$ cat config.mk
export PLATFORM = sky130hd
export DESIGN_NAME = param_seq_detector_flat
export DESIGN_NICKNAME = d
export VERILOG_FILES = /design/src/rtl/param_seq_detector_if.sv /design/src/rtl/param_seq_detector.sv /design/src/flat_wrapper.sv
export SDC_FILE = /design/constraint.sdc
export NUM_CORES = 1
export LEC_CHECK = 0
export CAP_MARGIN = 15
export CORE_MARGIN = 5
export CORE_UTILIZATION = 50
export CTS_CLUSTER_DIAMETER = 100
export DETAILED_ROUTE_END_ITERATION = 7
export GPL_TIMING_DRIVEN = 0
export PLACE_DENSITY = 0.71
export SETUP_SLACK_MARGIN = 0.2
export SKIP_CTS_REPAIR_TIMING = 1
export SYNTH_ARGS = -nofsm -noshare
export SYNTH_HDL_FRONTEND = slang
export SYNTH_SLANG_ARGS = --single-unit
$ cat constraint.sdc
create_clock -name clk -period 2.5 [get_ports clk]
set_input_delay 0.25 -clock clk [delete_from_list [all_inputs] [get_ports clk]]
set_output_delay 0.25 -clock clk [all_outputs]
set_load 0.03 [all_outputs]
$ cat src/rtl/param_seq_detector_if.sv
// Signal bundle for param_seq_detector.
//   M          : mode select, 1 = overlapping matches, 0 = non-overlapping
//   X          : raw serial data bit (asynchronous)
//   step       : raw push-button step request (asynchronous, bouncy)
//   Z          : registered match flag
//   Q          : number of valid history bits, saturating at PAT_LEN
//   step_pulse : one-cycle strobe for each accepted step
//   match_cnt  : saturating count of matches since reset
// master drives the raw inputs; slave is the detector.
interface param_seq_detector_if #(
    parameter int unsigned PAT_LEN = 6,
    parameter int unsigned CNT_W   = 8
);
    logic                             M;
    logic                             X;
    logic                             step;
    logic                             Z;
    logic [$clog2(PAT_LEN+1)-1:0]     Q;
    logic                             step_pulse;
    logic [CNT_W-1:0]                 match_cnt;

    modport master (
        output M, X, step,
        input  Z, Q, step_pulse, match_cnt
    );

    modport slave (
        input  M, X, step,
        output Z, Q, step_pulse, match_cnt
    );
endinterface

$ cat src/rtl/param_seq_detector.sv
// Debounced, step-clocked serial pattern detector.
// A push-button step is synchronized, debounced on a divided sample tick and
// turned into a one-cycle step_pulse enable. Each step shifts the synchronized
// X bit into a history register; when PAT_LEN valid bits equal PATTERN, Z is
// set for that step and match_cnt advances (saturating).
// Ports:
//   clk   : system clock, all state on its rising edge
//   reset : asynchronous active-low reset
//   sd    : param_seq_detector_if slave (M, X, step in; Z, Q, step_pulse, match_cnt out)
module param_seq_detector #(
    parameter int unsigned         PAT_LEN    = 6,
    parameter logic [PAT_LEN-1:0]  PATTERN    = PAT_LEN'(6'b101101),
    parameter int unsigned         TICK_DIV   = 500000,
    parameter int unsigned         DB_SAMPLES = 4,
    parameter int unsigned         CNT_W      = 8
) (
    input  logic                 clk,
    input  logic                 reset,
    param_seq_detector_if.slave  sd
);

    localparam int unsigned     QW       = $clog2(PAT_LEN + 1);
    localparam int unsigned     TW       = $clog2(TICK_DIV);
    localparam logic [QW-1:0]   QMax     = QW'(PAT_LEN);
    localparam logic [TW-1:0]   TickLast = TW'(TICK_DIV - 1);
    localparam logic [CNT_W-1:0] CntMax  = '1;

    // Synchronizers
    logic x_meta_q, x_sync_q;
    logic step_meta_q, step_sync_q;

    // Debounce
    logic [TW-1:0]         tick_cnt_q, tick_cnt_d;
    logic                  tick;
    logic [DB_SAMPLES-1:0] samp_q, samp_d;
    logic                  level_q, level_d;
    logic                  pulse_q, pulse_d;

    // Detector
    logic [PAT_LEN-1:0]    hist_q, hist_d, hist_shift;
    logic [QW-1:0]         q_q, q_d, q_inc;
    logic                  z_q, z_d;
    logic [CNT_W-1:0]      cnt_q, cnt_d;
    logic                  match;

    always_comb begin
        tick       = (tick_cnt_q == TickLast);
        tick_cnt_d = tick ? '0 : tick_cnt_q + 1'b1;

        samp_d  = samp_q;
        level_d = level_q;
        if (tick) begin
            samp_d = {samp_q[DB_SAMPLES-2:0], step_sync_q};
            // Level changes only on unanimous samples; mixed samples hold it.
            if (&samp_d) begin
                level_d = 1'b1;
            end else if (~|samp_d) begin
                level_d = 1'b0;
            end
        end
        pulse_d = level_d & ~level_q;
    end

    always_comb begin
        hist_shift = {hist_q[PAT_LEN-2:0], x_sync_q};
        q_inc      = (q_q == QMax) ? q_q : q_q + 1'b1;
        match      = pulse_q && (q_inc == QMax) && (hist_shift == PATTERN);

        hist_d = hist_q;
        q_d    = q_q;
        z_d    = z_q;
        cnt_d  = cnt_q;
        if (pulse_q) begin
            hist_d = hist_shift;
            q_d    = q_inc;
            z_d    = match;
            if (match) begin
                if (cnt_q != CntMax) begin
                    cnt_d = cnt_q + 1'b1;
                end
                // Non-overlapping: the next match needs PAT_LEN fresh bits.
                if (!sd.M) begin
                    q_d = '0;
                end
            end
        end
    end

    always_ff @(posedge clk or negedge reset) begin
        if (!reset) begin
            x_meta_q    <= 1'b0;
            x_sync_q    <= 1'b0;
            step_meta_q <= 1'b0;
            step_sync_q <= 1'b0;
            tick_cnt_q  <= '0;
            samp_q      <= '0;
            level_q     <= 1'b0;
            pulse_q     <= 1'b0;
            hist_q      <= '0;
            q_q         <= '0;
            z_q         <= 1'b0;
            cnt_q       <= '0;
        end else begin
            x_meta_q    <= sd.X;
            x_sync_q    <= x_meta_q;
            step_meta_q <= sd.step;
            step_sync_q <= step_meta_q;
            tick_cnt_q  <= tick_cnt_d;
            samp_q      <= samp_d;
            level_q     <= level_d;
            pulse_q     <= pulse_d;
            hist_q      <= hist_d;
            q_q         <= q_d;
            z_q         <= z_d;
            cnt_q       <= cnt_d;
        end
    end

    assign sd.Z          = z_q;
    assign sd.Q          = q_q;
    assign sd.step_pulse = pulse_q;
    assign sd.match_cnt  = cnt_q;

endmodule

$ cat src/flat_wrapper.sv
// flat-port wrapper written by rule: the top's interface ports become plain ports
module param_seq_detector_flat 
#(
    parameter int unsigned         PAT_LEN    = 6,
    parameter logic [PAT_LEN-1:0]  PATTERN    = PAT_LEN'(6'b101101),
    parameter int unsigned         TICK_DIV   = 500000,
    parameter int unsigned         DB_SAMPLES = 4,
    parameter int unsigned         CNT_W      = 8
)
  (clk, reset, sd_M, sd_X, sd_step, sd_Z, sd_Q, sd_step_pulse, sd_match_cnt);
  param_seq_detector_if #(.PAT_LEN(PAT_LEN), .CNT_W(CNT_W)) sd_i ();
  input  logic clk;
  input  logic reset;
  input wire logic [$bits(sd_i.M)-1:0] sd_M;
  input wire logic [$bits(sd_i.X)-1:0] sd_X;
  input wire logic [$bits(sd_i.step)-1:0] sd_step;
  output wire logic [$bits(sd_i.Z)-1:0] sd_Z;
  output wire logic [$bits(sd_i.Q)-1:0] sd_Q;
  output wire logic [$bits(sd_i.step_pulse)-1:0] sd_step_pulse;
  output wire logic [$bits(sd_i.match_cnt)-1:0] sd_match_cnt;
  assign sd_i.M = sd_M;
  assign sd_i.X = sd_X;
  assign sd_i.step = sd_step;
  assign sd_Z = sd_i.Z;
  assign sd_Q = sd_i.Q;
  assign sd_step_pulse = sd_i.step_pulse;
  assign sd_match_cnt = sd_i.match_cnt;
  param_seq_detector #(.PAT_LEN(PAT_LEN), .PATTERN(PATTERN), .TICK_DIV(TICK_DIV), .DB_SAMPLES(DB_SAMPLES), .CNT_W(CNT_W)) u_core (.clk(clk), .reset(reset), .sd(sd_i));
endmodule
==> impl_metrics.ini, run 1 <==
[clock_tree]
clockRootBuffer = clkbuf_8
insertion_delay_ps = 300
cts.sinks = 45
cts_max_path_buffers = 2
clk_pin_slew_ps = 90
cts_htree_levels = 2
cts_buffers = 5
cts_tree = done

[global_route]
overflow = 0
antenna_found_initial = 0
grt_usage = 0.141
grt_max_degree = 26
grt_pass1_vias = 1354
grt_pass1_wl_um = 5870

[setup_path]
worstPathArrival_ps = 2290
required_ps = 2690
critPathSlowestCell = dfrtp_2
crit_path_max_fanout = 8
path_cells = inv_1 > ha_1 > nor4bb_1 > o2111a_1 > and3_1 > buf_2 > mux2_1
cpPeakStageDelay_ps = 430
start_kind = register
cp_num_buf_inv = 2
worstSetupPathType = register to register
crit_family = simple AND/OR/NAND/NOR gates
critPathCaptureType = register

[detailed_routing]
drtIter0Drc = 50
wl_met3_um = 163
wl_met2_um = 1720
antenna_left = 0
wl_met1_um = 1440
viasPerCell = 5.35
dr.pass1.iters = 4
drc = 0
drt_wl_total_um = 3360
top_layer_used = met4
vias = 1327
wl_per_cell_um = 13.5

[finish]
utilization = 0.602
drive_above_1_share = 0.126
syn_to_final_growth_pct = 17.9
antennaDiodeCount = 0
layout.nets = 206
fin_cells = 248

[synth]
synth_nets = 180
yosysUniqueCellTypes = 41
ys_ff_latch = 45
seq_area_frac_synth = 0.559
ys_async_sr_fraction = 1.00
syn-cell-area_sq_um = 2010
synthCells = 171
postSynth.topFlopCell = dfrtp_1
ys_warn_count = 0
synth_edf_count = 0
syn_avg_cell_area_sq_um = 11.8

[sta]
hold_violations = 0
setup_viol = 0
relSlewSlack = 0.661
timing.hold.ws_ps = 357
min_period_ps = 2100
drv_slew = 0
tns_ps = 0
finalCritPeriodShare = 0.840
max_freq_ghz = 0.476
skew_ps = 2.94
worst_pin_slew_ps = 509
rsz0062_at_grt = false

[floorplan]
initial_core_util = 0.511
num_io_pins = 18
die_w_um = 73.5
die_h_um = 73.5
rows = 23
die-area_sq_um = 5400
core_area_sq_um = 3940

[status]
status = finished, final reports clean

[power_and_ir_drop]
peakVddDrop_mv = 0.408
cellPowerDensity_nw_per_um2 = 512
leakage_nw = 1.08

[flow_run]
drv_cap = 0

[placement]
dp_cells = 239
port-buffer-count = 17
gp_congestion = 0.775
dp_hpwl_um = 2540

[hold_path]
min_path_type = register to register
-- routing by layer --
| layer | track usage | up-vias |
|---|---|---|
| li1 | - | 653 |
| met1 | 0.160 | 651 |
| met2 | 0.252 | 19 |
| met3 | 0.0328 | 4 |
| met4 | 0.0604 | 0 |
| met5 | 0 | - |
-- logic make-up after synthesis --
logic type,share of synthesized area
flops,0.559
simple gates,0.201
buf+inv,0.0230
fa+ha+maj,0.0249
mux,0.0503
compound gates,0.0454
xor+xnor,0.0957
-- cell usage in the layout (no fill, tap or decap), types with 2 or more instances in the layout --
cell type and count:
dfrtp_1 44, clkdlybuf4s50_1 16, nor2_1 14, xnor2_1 14, nand2_1 11, nand3_1 10
xor2_1 8, nand4_1 7, inv_1 6, mux2_2 6, and3_1 5, clkbuf_8 5
ha_1 4, o21ai_0 3, mux2_1 3, and4_1 2, nor3_2 2, or3_1 2
a21oi_1 2, nand3b_1 2, o21ai_1 2, buf_2 2, o22ai_1 2, inv_6 2
-- worst register-to-register path, delay by kind of cell, from the launching register on --
| kind | cells | cell delay [ps] |
|---|---|---|
| simple gates | 2 | 440 |
| flops | 1 | 430 |
| mux | 1 | 330 |
| fa+ha+maj | 1 | 300 |
| compound gates | 1 | 250 |
| buf+inv | 2 | 240 |
-- Yosys cell counts (2+ instances only) --
| master | instances | area, sq um |
|---|---|---|
| and4_1 | 2 | 17.5 |
| and3_1 | 5 | 31.3 |
| o21ai_1 | 2 | 10.0 |
| nor2_1 | 14 | 52.6 |
| ha_1 | 4 | 50.1 |
| mux2_2 | 6 | 67.6 |
| a21oi_1 | 2 | 10.0 |
| or3_1 | 2 | 12.5 |
| nand4_1 | 7 | 43.8 |
| nand3_1 | 10 | 50.1 |
| o22ai_1 | 2 | 12.5 |
| xor2_1 | 8 | 70.1 |
| nand2_1 | 11 | 41.3 |
| mux2_1 | 3 | 33.8 |
| nand3b_1 | 2 | 15.0 |
| inv_1 | 6 | 22.5 |
| dfrtp_1 | 45 | 1130 |
| xnor2_1 | 14 | 123 |
| o21ai_0 | 3 | 15.0 |
| nor3_2 | 2 | 20.0 |
-- where the power goes --
part | switching (mW) | internal (mW) | leakage, nW | total, mW
Clock | 0.253 | 0.203 | 0.0452 | 0.457
Sequential | 0.00165 | 0.730 | 0.593 | 0.732
Combinational | 0.0153 | 0.0103 | 0.445 | 0.0255
Total | 0.270 | 0.944 | 1.08 | 1.21
-- per-stage QoR --
stage	power [mW]	setup WS, ps	cell area (sq um)
2_1_floorplan	0.747	346	2010
3_3_place_gp	0.767	48.1	2250
3_5_place_dp	0.772	347	2270
4_1_cts	1.24	333	2360
5_1_grt	1.28	254	2370
6_report	1.21	401	2370
-- flip-flops by register name (all words and copies together) (netlist names) --
name                  count
u_core.level_q            1
u_core.sd.Z               1
u_core.tick_cnt_q        19
u_core.x_meta_q           1
u_core.step_meta_q        1
u_core.samp_q             3
u_core.hist_q             5
u_core.x_sync_q           1
u_core.sd.match_cnt       8
u_core.sd.Q               3
u_core.sd.step_pulse      1
u_core.step_sync_q        1
-- worst paths after layout --
kind / slack [ps] / depth (start not counted) / from / endpoint
worst min register to register: 360 / 0 / u_core.x_meta_q / u_core.x_sync_q
min in group asynchronous: 460 / 2 / reset / u_core.tick_cnt_q[12]
worst max-delay path: 400 / 7 / u_core.sd.Q[0] / u_core.sd.match_cnt[1]
max in group asynchronous: 1540 / 3 / reset / u_core.sd.Q[0]
worst min-delay path: 360 / 0 / u_core.x_meta_q / u_core.x_sync_q
worst max register to register: 400 / 7 / u_core.sd.Q[0] / u_core.sd.match_cnt[1]
-- cell type report --
cell class,instances,area (sq um)
Buffer,3,20.0
Timing Repair Buffer,19,203
Inverter,7,26.3
Clock buffer,5,68.8
Tap cell,50,62.6
Fill cell,312,1570
Clock inverter,3,25.0
Sequential cell,45,1130
Multi-Input combinational cell,116,841
No activity file was read; power rests on OpenSTA's default activity.
==> run 2: changes to the inputs <==
--- a/config.mk
+++ b/config.mk
@@ -11,7 +11,7 @@
 export CTS_CLUSTER_DIAMETER = 100
 export DETAILED_ROUTE_END_ITERATION = 7
 export GPL_TIMING_DRIVEN = 0
-export PLACE_DENSITY = 0.71
+export PLACE_DENSITY = 0.74
 export SETUP_SLACK_MARGIN = 0.2
 export SKIP_CTS_REPAIR_TIMING = 1
 export SYNTH_ARGS = -nofsm -noshare
==> constraint.sdc (replaced) <==
create_clock -name clk -period 1.8 [get_ports clk]
set_input_delay 0.18 -clock clk [delete_from_list [all_inputs] [get_ports clk]]
set_output_delay 0.18 -clock clk [all_outputs]
set_load 0.03 [all_outputs]
==> run 2 against run 1 <==
  * The run now ends with negative setup slack left
  * Via count rose by 9.2%
  * Core utilization rose by 6.9 points
  * Non-clock buffer count rose by 18
  * Sequential cell count did not move
  * Critical path type unchanged
  * Largest cell class unchanged
==> impl_metrics.ini, run 2 (synthesis gave the netlist of run 1 again) <==
[status]
status = finished, violations left
violations = negative setup slack

[finish]
final_cell_mix = 37 x dfrtp_1, 16 x buf_4, 14 x xnor2_1, 13 x nor2_1, 11 x nand2_1
syn_to_final_growth_pct = 31.4
layout_commonest_cell = dfrtp_1
drive_above_1_share = 0.282
antennaDiodeCount = 0
largest_register_ffs = 19
layout.nets = 224
largest_register = u_core.tick_cnt_q

[detailed_routing]
dr.pass1.iters = 4
wl_met1_um = 1590
antenna_left = 0
wl_met3_um = 166
viasPerCell = 5.45
wl_per_cell_um = 14.8
drtIter0Drc = 42
drt_wl_total_um = 3930
drc = 0
vias = 1449
top_layer_used = met4
wl_met2_um = 2090

[sta]
drv_slew = 0
worst_pin_slew_ps = 462
setup_viol = 7
final.setup.worst_slack_ps = -132
relSlewSlack = 0.692
rsz0062_at_grt = true
hold_violations = 0
finalCritPeriodShare = 1.07
max_freq_ghz = 0.518
timing.hold.ws_ps = 278
skew_ps = 9.71
min_period_ps = 1930

[floorplan]
num_io_pins = 18
die-area_sq_um = 5400
die_h_um = 73.5
rows = 23
initial_core_util = 0.511
core_area_sq_um = 3940
die_w_um = 73.5

[setup_path]
worstPathArrival_ps = 2140
critPathCaptureType = register
cpPeakStageDelay_ps = 450
worstSetupPathType = register to register
crit_path_max_fanout = 8
start_kind = register
critPathSlowestCell = dfrtp_2
cp_num_buf_inv = 2
required_ps = 2010
crit_family = simple AND/OR/NAND/NOR gates
path_cells = inv_2 > ha_4 > nor4bb_4 > o2111a_1 > and3_4 > buf_6 > nand4_1 > xnor2_1

[global_route]
grt_max_degree = 36
overflow = 0
grt_pass1_wl_um = 5940
grt_usage = 0.146
grt_pass1_vias = 1360
antenna_found_initial = 0

[hold_path]
min_path_type = input pin to asynchronous set/reset pin

[clock_tree]
cts_htree_levels = 2
insertion_delay_ps = 300
cts.sinks = 45
clk_pin_slew_ps = 80
clockRootBuffer = clkbuf_8
cts_max_path_buffers = 2
cts_buffers = 5
cts_tree = done

[placement]
pre_cts_ws_ps = -152
dp_hpwl_um = 2570
gp_congestion = 0.782
port-buffer-count = 17

[power_and_ir_drop]
cellPowerDensity_nw_per_um2 = 621
leakage_nw = 1.31
peakVddDrop_mv = 0.473

[flow_run]
drv_cap = 0
[run 2: layer usage]
| layer | vias to the layer above | GRT usage |
|---|---|---|
| li1 | 689 | - |
| met1 | 731 | 0.160 |
| met2 | 22 | 0.257 |
| met3 | 7 | 0.0451 |
| met4 | 0 | 0.0664 |
| met5 | - | 0 |
[run 2: through the flow]
step,std cells,cell area (sq um),total power [mW],utilization,TNS [ps]
after global routing,266,2650,1.71,0.671,-1980
after CTS,247,2380,1.66,0.603,-1060
final,266,2650,1.64,0.671,-647
after global placement,238,2280,1.06,0.579,-26330
after detailed placement,239,2300,1.07,0.582,-868
after floorplan,171,2050,1.04,-,-330
[run 2: area by class of cell]
cell class | instances | area, sq um
timing repair buffer | 37 | 360
clock inverter | 2 | 10.0
fill | 273 | 1300
clock buffer | 6 | 72.6
tap | 50 | 62.6
multi-input combinational | 116 | 946
buffer | 3 | 30.0
sequential | 45 | 1140
inverter | 7 | 27.5
[run 2: where the power goes]
part	internal (mW)	switching (mW)	leakage, nW
Sequential	1.01	0.00192	0.585
Combinational	0.0126	0.0211	0.682
Clock	0.269	0.325	0.0450
Total	1.30	0.348	1.31
[run 2: worst paths after layout]
| path | startpoint | endpoint | slack, ps | cells past startpoint |
|---|---|---|---|---|
| worst max-delay path | u_core.sd.Q[0] | u_core.sd.match_cnt[5] | -130 | 8 |
| worst min-delay path | reset | u_core.sd.match_cnt[7] | 280 | 2 |
| worst max register to register | u_core.sd.Q[0] | u_core.sd.match_cnt[5] | -130 | 8 |
| worst min register to register | u_core.x_meta_q | u_core.x_sync_q | 350 | 0 |
| max in group asynchronous | reset | u_core.tick_cnt_q[10] | 1040 | 3 |
| min in group clk | sd_step | u_core.step_meta_q | 320 | 1 |
==> run 3: changes to the inputs <==
--- a/config.mk
+++ b/config.mk
@@ -13,7 +13,6 @@
 export GPL_TIMING_DRIVEN = 0
 export PLACE_DENSITY = 0.74
 export SETUP_SLACK_MARGIN = 0.2
-export SKIP_CTS_REPAIR_TIMING = 1
 export SYNTH_ARGS = -nofsm -noshare
 export SYNTH_HDL_FRONTEND = slang
 export SYNTH_SLANG_ARGS = --single-unit
==> run 3 against run 2 <==
  * The run still ends with negative setup slack left
  * Worst setup slack better by 48 ps
  * Cell area grew 6.1%
  * Hold slack worse by 3.9 ps
  * Clock power about the same
  * Maximum frequency increased by 2.5%
==> impl_metrics.ini, run 3 (synthesis gave the netlist of run 1 again) <==
[placement]
dp_hpwl_um = 2570
pre_cts_ws_ps = -152
port-buffer-count = 17
gp_congestion = 0.782

[power_and_ir_drop]
cellPowerDensity_nw_per_um2 = 586
p_seq_frac = 0.617
peakVddDrop_mv = 0.473
p_sw_frac = 0.213
leakage_nw = 1.36
power_mw = 1.65
power_frac_clock = 0.362
pwr-share-comb = 0.021
power_switching_mw = 0.351
internal-power_mw = 1.30

[setup_path]
worstSetupStartpoint = u_core.sd.Q[0]
start_kind = register
crit_path_max_fanout = 8
worstSetupPathType = register to register
r2r-start = u_core.sd.Q[0]
rrSetupSlack_ps = -80
critPathCaptureType = register
required_ps = 1990
worstPathArrival_ps = 2080

[global_route]
grt_pass1_wl_um = 6470
grt_usage = 0.158
overflow = 0
grt_pass1_vias = 1480
grt_max_degree = 36
antenna_found_initial = 0

[detailed_routing]
top_layer_used = met4
drc = 0
drt_wl_total_um = 4220
dr.pass1.iters = 4
viasPerCell = 5.48
antenna_left = 0
vias = 1513
wl_per_cell_um = 15.3
drtIter0Drc = 66
wl_met2_um = 2220
wl_met3_um = 172
wl_met1_um = 1720

[clock_tree]
cts_tree = done
clockRootBuffer = clkbuf_8
clk_pin_slew_ps = 80
insertion_delay_ps = 300
cts.sinks = 45
cts_htree_levels = 2
cts_buffers = 5
cts_max_path_buffers = 2

[sta]
relSlewSlack = 0.670
final.setup.worst_slack_ps = -84.5
worst_pin_slew_ps = 495
max_freq_ghz = 0.531
skew_ps = 9.14
rsz0062_at_grt = true
finalCritPeriodShare = 1.05
min_period_ps = 1880
hold_violations = 0
drv_slew = 0
tns_ps = -336
setup_viol = 8

[floorplan]
num_io_pins = 18
die_h_um = 73.5
rows = 23
die-area_sq_um = 5400
initial_core_util = 0.511
die_w_um = 73.5
core_area_sq_um = 3940

[finish]
layout_commonest_cell = dfrtp_1
ff_latch_area_sq_um = 1130
largest_register_ffs = 19
multi_input_area_sq_um = 1020
final_cell_mix = 41 x dfrtp_1, 17 x buf_4, 14 x xnor2_1, 11 x buf_6, 10 x nand3_1
syn_to_final_growth_pct = 39.5
fillers = 249
utilization = 0.712
drive_above_1_share = 0.350
largest_register = u_core.tick_cnt_q
antennaDiodeCount = 0
layout.nets = 234

[status]
status = finished, violations left
violations = negative setup slack

[flow_run]
drv_cap = 0

[hold_path]
min_path_type = input pin to asynchronous set/reset pin
## run 3: changes by cell type in the layout (fill, tap and decap cells not counted), moves of 2 or more
cell	change
dfrtp_1	+4
nor2_1	-6
dlymetal6s2s_1	-6
dfrtp_2	-4
buf_6	+8
nor2_4	+6
dlygate4sd2_1	+6
nand2_1	-2
## run 3: power by group through the flow
stage	clock network [mW]	logic, mW	registers [mW]
after floorplan	0	0.000658	1.04
after global placement	0	0.0283	1.04
after detailed placement	0	0.0333	1.04
after CTS	0.614	0.0354	1.02
after global routing	0.653	0.0398	1.02
final	0.596	0.0338	1.02
## run 3: metal layers
metal,vias to the layer above,GRT usage
li1,712,-
met1,761,0.180
met2,30,0.273
met3,10,0.0451
met4,0,0.0704
met5,-,0
## run 3: area by class of cell
cell class	count	area share
timing repair buffer	47	0.162
buffer	3	0.0107
inverter	7	0.00980
tap	50	0.0223
multi-input combinational	116	0.363
clock buffer	6	0.0258
clock inverter	2	0.00357
sequential	45	0.403
## run 3: worst max-delay path: stages, from the launching register on
cell and delay (ps):
dfrtp_2 420, buf_4 160, ha_1 230, nand3b_1 130, o2111a_1 240, and3_4 180
buf_6 120, mux2_4 290
## run 3: final timing paths
path / endpoint / depth (start not counted)
max in group asynchronous: u_core.tick_cnt_q[5] / 3
setup reg to reg: u_core.sd.match_cnt[1] / 7
setup / recovery: u_core.sd.match_cnt[1] / 7
min in group clk: u_core.step_meta_q / 1
hold / removal: u_core.sd.match_cnt[7] / 2
hold reg to reg: u_core.x_sync_q / 0
## run 3: stage by stage
step | hold slack, ps | cells | instance area, sq um
3_5_place_dp | 70.4 | 239 | 2300
5_1_grt | 296 | 276 | 2810
3_3_place_gp | 333 | 238 | 2280
2_1_floorplan | -116 | 171 | 2050
6_report | 274 | 276 | 2810
4_1_cts | 285 | 260 | 2520
## run 3: repair_timing
item | CTS | global route
gates resized for setup | 19 | 37
buffers inserted | 12 | 16
endpoints found under the hold margin | 10 | 0
endpoints found under the setup margin | 32 | 30
hold buffers | 1 | 0
pin swaps | 10 | 21
